<file path="config.mk">
export PLATFORM = sky130hd
export DESIGN_NAME = counter_datapath_bank
export DESIGN_NICKNAME = d
export VERILOG_FILES = /design/src/rtl/counter_datapath_bank.sv
export SDC_FILE = /design/constraint.sdc
export NUM_CORES = 1
export LEC_CHECK = 0
export ABC_AREA = 1
export BUFFER_PORTS_ARGS = -buffer_cell sky130_fd_sc_hd__buf_2
export CAP_MARGIN = 40
export CORE_MARGIN = 2
export CORE_UTILIZATION = 30
export DETAILED_ROUTE_END_ITERATION = 8
export GPL_ROUTABILITY_DRIVEN = 0
export PLACE_DENSITY = 0.58
export SETUP_SLACK_MARGIN = 0.5
export SLEW_MARGIN = 15
export SYNTH_ARGS = -nofsm -noshare
export SYNTH_HDL_FRONTEND = slang
export SYNTH_SLANG_ARGS = --single-unit
export TNS_END_PERCENT = 5
</file>
<file path="constraint.sdc">
create_clock -name clk -period 3.9 [get_ports clk]
set_input_delay 0.195 -clock clk [delete_from_list [all_inputs] [get_ports clk]]
set_output_delay 0.195 -clock clk [all_outputs]
set_load 0.01 [all_outputs]
</file>
<file path="src/rtl/counter_datapath_bank.sv">
// Bank of CHANNELS up/down/load counters, each feeding a registered add/mul/cond
// datapath and a 3-stage logic chain. Optional stored parity: COUNTER_BANK_PARITY_EN.
module counter_datapath_bank #(
  parameter int CHANNELS  = 4,
  parameter int WIDTH     = 8,
  parameter int ADD_CONST = 5,
  parameter int MUL_CONST = 3,
  parameter int THRESH    = 100
) (
  input  logic                                            clk,
  input  logic                                            rst_n,
  input  logic                                            en,
  input  logic [1:0]                                      mode,
  input  logic [((CHANNELS > 1) ? $clog2(CHANNELS) : 1)-1:0] chan_sel,
  input  logic [WIDTH-1:0]                                load_val,
  output logic                                            busy,
  output logic [CHANNELS*WIDTH-1:0]                       counter_flat,
  output logic [CHANNELS*WIDTH-1:0]                       add_flat,
  output logic [CHANNELS*WIDTH-1:0]                       mul_flat,
  output logic [CHANNELS*2*WIDTH-1:0]                     cond_flat,
  output logic [CHANNELS-1:0]                             wrap_pulse,
  output logic [CHANNELS-1:0]                             stage3,
  output logic                                            res_valid,
  output logic                                            stage_valid
`ifdef COUNTER_BANK_PARITY_EN
  ,
  input  logic [CHANNELS-1:0]                             inj_par,
  output logic [CHANNELS-1:0]                             parity_err
`endif
);

  localparam int SELW = (CHANNELS > 1) ? $clog2(CHANNELS) : 1;

  typedef enum logic [1:0] {ST_IDLE, ST_RUN, ST_DRAIN} state_e;

  state_e     state_q;
  logic [1:0] drain_q;
  logic       busy_q;
  logic       run;
  logic       res_valid_q;
  logic [2:0] sv_q;

  assign run = (state_q == ST_RUN);

  always_ff @(posedge clk) begin
    if (!rst_n) begin
      state_q <= ST_IDLE;
      drain_q <= '0;
      busy_q  <= 1'b0;
    end else begin
      unique case (state_q)
        ST_IDLE: if (en) begin
          state_q <= ST_RUN;
          busy_q  <= 1'b1;
        end
        ST_RUN: if (!en) begin
          state_q <= ST_DRAIN;
          drain_q <= '0;
        end
        ST_DRAIN: begin
          if (en) begin
            state_q <= ST_RUN;
          end else if (drain_q == 2'd2) begin
            state_q <= ST_IDLE;
            busy_q  <= 1'b0;
          end else begin
            drain_q <= drain_q + 2'd1;
          end
        end
        default: begin
          state_q <= ST_IDLE;
          busy_q  <= 1'b0;
        end
      endcase
    end
  end

  // Valid flags follow the RUN cycle through the same depth as the data they qualify.
  always_ff @(posedge clk) begin
    if (!rst_n) begin
      res_valid_q <= 1'b0;
      sv_q        <= '0;
    end else begin
      res_valid_q <= run;
      sv_q        <= {sv_q[1:0], run};
    end
  end

  assign busy        = busy_q;
  assign res_valid   = res_valid_q;
  assign stage_valid = sv_q[2];

  for (genvar g = 0; g < CHANNELS; g++) begin : g_ch
    logic [WIDTH-1:0]   cnt_q, cnt_d, add_q, add_d, mul_q, mul_d;
    logic [2*WIDTH-1:0] cond_q, cond_d;
    logic               wrap_q, wrap_d;
    logic               s1_q, s1_d, s2_q, s2_d, s3_q, s3_d;
    logic [5:2]         c1_q;
    logic [5:4]         c2_q;
    logic               load_hit;

    assign load_hit = (mode == 2'b11) && (chan_sel == SELW'(g));

    always_comb begin
      cnt_d  = cnt_q;
      wrap_d = 1'b0;
      if (load_hit) begin
        cnt_d = load_val;
      end else if (run && mode == 2'b01) begin
        cnt_d  = cnt_q + WIDTH'(1);
        wrap_d = (cnt_q == '1);
      end else if (run && mode == 2'b10) begin
        cnt_d  = cnt_q - WIDTH'(1);
        wrap_d = (cnt_q == '0);
      end
      add_d  = cnt_q + WIDTH'(ADD_CONST);
      mul_d  = add_d * WIDTH'(MUL_CONST);
      cond_d = (cnt_q > WIDTH'(THRESH))
             ? ({add_d, mul_d} & {{WIDTH{1'b1}}, {WIDTH{1'b0}}})
             : ({mul_d, add_d} | {{WIDTH{1'b0}}, {WIDTH{1'b1}}});
      s1_d   = cnt_q[0] ^ cnt_q[1];
      s2_d   = (s1_q | c1_q[2]) ^ c1_q[3];
      s3_d   = s2_q & (c2_q[4] | ~c2_q[5]);
    end

    always_ff @(posedge clk) begin
      if (!rst_n) begin
        cnt_q  <= '0;
        add_q  <= '0;
        mul_q  <= '0;
        cond_q <= '0;
        wrap_q <= 1'b0;
        s1_q   <= 1'b0;
        s2_q   <= 1'b0;
        s3_q   <= 1'b0;
        c1_q   <= '0;
        c2_q   <= '0;
      end else begin
        cnt_q  <= cnt_d;
        add_q  <= add_d;
        mul_q  <= mul_d;
        cond_q <= cond_d;
        wrap_q <= wrap_d;
        s1_q   <= s1_d;
        s2_q   <= s2_d;
        s3_q   <= s3_d;
        c1_q   <= cnt_q[5:2];
        c2_q   <= c1_q[5:4];
      end
    end

    assign counter_flat[g*WIDTH +: WIDTH]     = cnt_q;
    assign add_flat[g*WIDTH +: WIDTH]         = add_q;
    assign mul_flat[g*WIDTH +: WIDTH]         = mul_q;
    assign cond_flat[g*2*WIDTH +: 2*WIDTH]    = cond_q;
    assign wrap_pulse[g]                      = wrap_q;
    assign stage3[g]                          = s3_q;

`ifdef COUNTER_BANK_PARITY_EN
    logic par_q, par_d, perr_q, perr_d;

    always_comb begin
      par_d  = (^cnt_d) ^ inj_par[g];
      perr_d = par_q ^ (^cnt_q);
    end

    always_ff @(posedge clk) begin
      if (!rst_n) begin
        par_q  <= 1'b0;
        perr_q <= 1'b0;
      end else begin
        par_q  <= par_d;
        perr_q <= perr_d;
      end
    end

    assign parity_err[g] = perr_q;
`endif
  end

endmodule
</file>
Word level (Yosys, flattened, before mapping):

Index checks and enable logic that the tools add are counted.

* $add $sub $neg: 13
* multiply operators: 4
* order comparisons: 4
* equality and inequality tests: 19
* multiplexer cells: 37
* bitwise gates (word level): 26
* reduce and logical (&&, ||, !) cells: 24

Operators by type and width (count)
* 8-bit 2-to-1 mux: 12
* 16-bit 2-to-1 mux: 4
* 8-bit by 1-bit adder with 8-bit output, second input constant: 4
* 8-bit by 3-bit adder with 8-bit output, second input constant: 4
* 8-bit == test, second input constant: 4
* 8-bit by 7-bit greater-than comparator with 1-bit output, second input constant: 4
* 8-bit zero test: 4
* 8-bit by 2-bit multiplier with 8-bit output, second input constant: 4
* 8-bit by 1-bit subtractor with 8-bit output, second input constant: 4
* 2-bit 2-to-1 mux: 7
* 2-bit == test, second input constant: 6
* 3-bit nonzero test: 4
* 1-bit 2-to-1 mux: 11
* 2-bit != test, second input constant: 5
* 1-bit bitwise OR: 8
* 4-bit AND reduction: 2
* 2-bit OR reduction: 4
* 1-bit bitwise XOR: 8
* 2-bit by 1-bit == test with 1-bit output, second input constant: 3
* 1-bit logical AND: 6
* 1-bit inverter: 6
* 2-bit case mux with 3 select lines: 1
* 1-bit AND: 4
* 2-bit zero test: 2
* 6 further kinds: 6

* bits in registers: 209
* bits of input ports: 15
* output and inout port bits: 171
* logic and storage cells: 172

Longest topological paths before layout:

* depth after elaboration: 5
* gate-level depth with buffers: 17

Worst setup path after synthesis:

No wires, ideal clock.

* path type: reg-to-reg
* start point: reg state_q[0]
* end point: reg g_ch[3].cnt_q[7]
* setup time: 70 ps
* data arrival time: 2394 ps
* path slack: 1435 ps
* stages on the path, launching flop included: 14
* period minus slack after synthesis: 2465 ps
* cells stage by stage: dfxtp_1 inv_1 nor2_2 nand3_2 ha_1 a21oi_1 nand2_1 a21oi_1 nor2_1 o21ai_0 nand2_1 o21ai_0 nand3_1 a21oi_1

* longest elaborated chain between the ends: 4
* elaborated cells between the ends (all ways): 6
* those cells by class: eq/ne: 1; mux: 2; reduce/logical: 3

Ends and longest elaborated chain
* start: declaration: line 36 `state_e state_q;`
* start signal: assignment: line 47 `state_q <= ST_IDLE;`
* start signal: assignment: line 53 `state_q <= ST_RUN;`
* start signal: assignment: line 57 `state_q <= ST_DRAIN;`
* 2-bit by 1-bit == test with 1-bit output (*): line 43 `assign run = (state_q == ST_RUN);`
* 1-bit logical AND: line 109 `end else if (run && mode == 2'b01) begin`
* 8-bit 2-to-1 mux: line 109
* 8-bit 2-to-1 mux: line 107 `if (load_hit) begin`
* end signal: assignment: line 139 `cnt_q <= cnt_d;`
* end: declaration: line 94 `logic [WIDTH-1:0] cnt_q, cnt_d, add_q, add_d, mul_q, mul_d;`

Mark *: on every way between the ends. The rest lies on a longest branch, timed or not.
A chain may end at the register's enable or synchronous reset.

Final worst setup path:

* start point: reg state_q[0]
* end point: reg g_ch[2].cnt_q[6]

* longest elaborated chain between the ends: 4
* elaborated cells between the ends (all ways): 6
* those cells by class: eq/ne: 1; mux: 2; reduce/logical: 3

Ends and longest elaborated chain (line)
* 2-bit by 1-bit == test with 1-bit output (*): 43
* 1-bit logical AND: 109
* 8-bit 2-to-1 mux: 109
* 8-bit 2-to-1 mux: 107
* end signal: assignment: 139
* end: declaration: 94

Marks and branches as above.

==> out/metrics.json <==
{
  "grt": {
    "global_route_wire_length_before_repair_um": 37700,
    "groute.usage.overall_pct": 15.4,
    "global_route.usage.met2_pct": 25.3,
    "globalRoute.busiestLayer": "met2",
    "gr-usage-met1_pct": 19.1,
    "grt_use_met3_pct": 5.00,
    "number_of_global_route_vias_before_repair": 7468,
    "grt_start_max_net_pins": 52,
    "antenna_violations_before_repair": 4,
    "grt.overflow.total": 0
  },
  "hold_path": {
    "holdPathStages": 4,
    "worstHoldPathType": "input pin to flip-flop"
  },
  "pwr": {
    "power_density_nw_per_um2": 472,
    "leakage_nw": 5.51,
    "fin_total_pwr_mw": 4.96,
    "ir_worst_vdd_mv": 0.289
  },
  "clock_network": {
    "max-clock-path-buffers": 2,
    "post-cts-setup-buffer-count": 0,
    "cts.repair.resized": 0,
    "source_to_sink_clock_delay_at_the_later_pin_of_the_worst_skew_pair_ns": 0.45,
    "number_of_clock_sinks": 168,
    "clock_root_buffer": "sky130_fd_sc_hd__clkbuf_16",
    "cts_hold_repair.buffers": 0,
    "cts_htree_levels": 4,
    "clkTransAtPathRegs_ns": 0.07,
    "tritoncts.num_buffers": 17,
    "cts_tree": "done"
  },
  "final_layout": {
    "synthToLayoutAreaGrowth_pct": 17.8,
    "final_core_utilization_pct": 35.6,
    "drive_above_1_share_pct": 21.3,
    "final_instance_count_excl_fillers": 1733,
    "n_fill_cell": 3187,
    "area.sequential_um2": 3360,
    "design.final.nets": 1395,
    "final_cell_area_um2": 10500,
    "multi_input_comb_area_um2": 4300
  },
  "setup_path": {
    "worstSetupEndpointType": "flip-flop",
    "crit_arrival_ns": 3.12,
    "cpPeakStageDelay_ns": 0.44,
    "cell_count_along_the_critical_path": 13,
    "crit_required_ns": 4.27,
    "crit_path_frequent_cell": "sky130_fd_sc_hd__a21oi_1",
    "timing.critical_path.max_delay_family": "simple AND/OR/NAND/NOR gates",
    "cells_on_worst_reg2reg_path": 13,
    "cp_cell_sequence": "inv_1, nor2_2, nand3_2, buf_4, fa_1, a21oi_1, o21ai_0, nand2_1, nand2_1, a21oi_1, and2_1, o21ai_1, a21oi_1",
    "cp_max_fo": 18,
    "critical-path-slowest-cell": "sky130_fd_sc_hd__nand3_2",
    "start_to_end_type_of_the_worst_setup_path": "flip-flop to flip-flop",
    "crit_buf_inv": 2,
    "critPathLaunchType": "flip-flop"
  },
  "synthesis": {
    "synth.area.top_cells": "sky130_fd_sc_hd__dfxtp_1 38%, sky130_fd_sc_hd__nand2_1 11%, sky130_fd_sc_hd__inv_1 7.8%",
    "synth-warning-count": 0,
    "synth_top_cell_by_area": "sky130_fd_sc_hd__dfxtp_1",
    "synth_async_sr_flop_share_pct": 0,
    "synth_edf_count": 0,
    "postSynthCellCount": 1196,
    "yosys_most_used_dff": "sky130_fd_sc_hd__dfxtp_1",
    "synth_cell_types": 46,
    "flop_and_latch_count_out_of_synthesis": 168,
    "syn_area_per_cell_um2": 7.46,
    "syn_nets": 1264,
    "synth_sequential_area_ratio_pct": 37.7,
    "syn-cell-area_um2": 8920,
    "yosysTopAreaCellShare_pct": 37.7
  },
  "timing": {
    "fmaxAchievable_mhz": 363,
    "final-hold-violation-count": 0,
    "rsz0062_at_grt": "false",
    "whs_ns": 0.0669,
    "worst_slew_pin_tran_ns": 0.574,
    "fin_worst_skew_ns": 0.0170,
    "setup_tns_ns": 0,
    "setup_viol": 0,
    "setup_slack_ns": 1.14,
    "fin_crit_sh_pct": 70.7,
    "finalWorstPathRequiredPeriod_ns": 2.76,
    "maxSlewHeadroom_pct": 61.6,
    "final_max_slew_viol_count": 0
  },
  "placed_design": {
    "dpl.cell_count": 1698,
    "portBuffers": 185,
    "total_cell_area_at_the_placement_stage_um2": 9880,
    "post-dp-hpwl_um": 17300,
    "detailedPlace.worstSlack_ns": 1.12
  },
  "die": {
    "placeableCoreArea_um2": 29500,
    "io_pins": 186,
    "die_w_um": 176,
    "initial_utilization_pct": 30.3,
    "row_count": 63,
    "die-height_um": 176,
    "total_die_area_um2": 31100
  },
  "routing": {
    "routed_wirelength_um": 23500,
    "detail_route.first_pass.iterations": 5,
    "routed_wire_length_per_instance_um": 13.5,
    "detailedRoute.firstIterationViolations": 446,
    "vias_per_cell": 4.50,
    "count_of_nets_left_with_antenna_violations_after_detail_routing": 0,
    "via_count": 7792,
    "drc_errors": 0
  },
  "status": {
    "outcome": "finished clean"
  },
  "run": {
    "drv.max_cap_violation_count": 0
  }
}
[flip-flops by register name, summed over array words and instances, names as in the netlist]
register,cells
g_ch.c1_q,16
busy,1
g_ch.wrap_q,4
drain_q,2
g_ch.mul_q,28
g_ch.cnt_q,32
g_ch.cond_q,32
g_ch.s2_q,4
g_ch.s3_q,4
state_q,2
g_ch.add_q,32
sv_q,3
g_ch.c2_q,8
[layout by cell type (no fill, tap or decap), types with 3 or more instances in the layout]
cell / instances
sky130_fd_sc_hd__inv_1: 184
sky130_fd_sc_hd__o21bai_1: 4
sky130_fd_sc_hd__nand4_1: 17
sky130_fd_sc_hd__nor3b_1: 4
sky130_fd_sc_hd__fa_1: 7
sky130_fd_sc_hd__nand2_1: 256
sky130_fd_sc_hd__nand3_1: 60
sky130_fd_sc_hd__nor4_1: 3
sky130_fd_sc_hd__o211ai_1: 3
sky130_fd_sc_hd__clkinv_8: 5
sky130_fd_sc_hd__o21ai_1: 5
sky130_fd_sc_hd__buf_2: 185
sky130_fd_sc_hd__nor3_4: 5
sky130_fd_sc_hd__nand2_4: 3
sky130_fd_sc_hd__o221ai_1: 3
sky130_fd_sc_hd__nand3_2: 6
sky130_fd_sc_hd__nor3_1: 12
sky130_fd_sc_hd__o21ai_0: 32
sky130_fd_sc_hd__nor2_1: 93
sky130_fd_sc_hd__inv_2: 18
sky130_fd_sc_hd__nand2_2: 16
sky130_fd_sc_hd__a22oi_1: 14
sky130_fd_sc_hd__clkbuf_16: 17
sky130_fd_sc_hd__inv_6: 7
sky130_fd_sc_hd__a211oi_1: 3
sky130_fd_sc_hd__diode_2: 3
sky130_fd_sc_hd__xor2_1: 23
sky130_fd_sc_hd__a31oi_1: 12
sky130_fd_sc_hd__and2_1: 4
sky130_fd_sc_hd__a21oi_1: 71
sky130_fd_sc_hd__xnor2_1: 11
sky130_fd_sc_hd__buf_4: 3
sky130_fd_sc_hd__nor2_4: 5
sky130_fd_sc_hd__o22ai_1: 15
sky130_fd_sc_hd__ha_1: 46
sky130_fd_sc_hd__dfxtp_1: 168
[worst min-delay path: stages]
cell and delay (ns):
sky130_fd_sc_hd__buf_2 0.11, sky130_fd_sc_hd__nor3_1 0.06, sky130_fd_sc_hd__nand2_1 0.05, sky130_fd_sc_hd__a21oi_1 0.05
[synthesized netlist by cell type, types with 2 or more instances]
cell / number
sky130_fd_sc_hd__ha_1: 46
sky130_fd_sc_hd__nand3_1: 60
sky130_fd_sc_hd__a21oi_1: 71
sky130_fd_sc_hd__o22ai_1: 15
sky130_fd_sc_hd__buf_1: 4
sky130_fd_sc_hd__nand2_1: 256
sky130_fd_sc_hd__nand2_2: 16
sky130_fd_sc_hd__nor3_4: 5
sky130_fd_sc_hd__nor2_1: 93
sky130_fd_sc_hd__a31oi_1: 12
sky130_fd_sc_hd__nor4_1: 3
sky130_fd_sc_hd__nand4_1: 17
sky130_fd_sc_hd__and2_1: 4
sky130_fd_sc_hd__a2111oi_0: 2
sky130_fd_sc_hd__fa_1: 7
sky130_fd_sc_hd__buf_2: 12
sky130_fd_sc_hd__xor2_4: 2
sky130_fd_sc_hd__buf_4: 50
sky130_fd_sc_hd__nor2_4: 5
sky130_fd_sc_hd__xor2_1: 23
sky130_fd_sc_hd__nand2_4: 3
sky130_fd_sc_hd__inv_1: 185
sky130_fd_sc_hd__a211oi_1: 3
sky130_fd_sc_hd__o21ai_0: 32
sky130_fd_sc_hd__clkbuf_1: 10
sky130_fd_sc_hd__o21ai_2: 2
sky130_fd_sc_hd__nor2_2: 2
sky130_fd_sc_hd__inv_2: 18
sky130_fd_sc_hd__nor3_1: 12
sky130_fd_sc_hd__nor3b_1: 4
sky130_fd_sc_hd__o221ai_1: 3
sky130_fd_sc_hd__nand3_2: 6
sky130_fd_sc_hd__dfxtp_1: 168
sky130_fd_sc_hd__o21ai_1: 5
sky130_fd_sc_hd__a22oi_1: 14
sky130_fd_sc_hd__o211ai_1: 3
sky130_fd_sc_hd__xnor2_1: 11
sky130_fd_sc_hd__o21bai_1: 4
[power by group]
part | total, mW | switching, mW | internal, mW
Clock | 1.77 | 0.838 | 0.929
Combinational | 1.17 | 0.720 | 0.454
Sequential | 2.02 | 0.121 | 1.90
[cell type report]
type                            count  area share (%)
Timing Repair Buffer              189            9.22
Clock inverter                     15            1.86
Clock buffer                       17            4.05
Tap cell                          390            4.64
Multi-Input combinational cell    748            40.9
Inverter                          203            7.26
Antenna cell                        3          0.0715
Sequential cell                   168            32.0
[metal layers]
metal  wire length (µm)  vias to the layer above  share of wire [%]
met3               1860                       23                7.9
met1              10600                     3544                 45
li1                   -                     4012                  -
met5                 13                        -              0.055
met2              10600                      211                 45
met4                350                        2                1.5
[logic make-up after synthesis]
logic type / share of synthesized area (%)
AO/OA/AOI/OAI: 11.4
XOR/XNOR: 3.96
adder cells (fa/ha/maj): 8.02
buffers and inverters: 14.1
flip-flops: 37.7
AND/OR/NAND/NOR: 24.8
[final timing paths]
kind | start | end | slack [ns]
max | state_q[0] | g_ch[2].cnt_q[6] | 1.14
min | en | drain_q[1] | 0.07
min reg2reg | g_ch[1].c2_q[5] | g_ch[1].s3_q | 0.41
max reg2reg | state_q[0] | g_ch[2].cnt_q[6] | 1.14
Power figures use the tool's default switching activity.
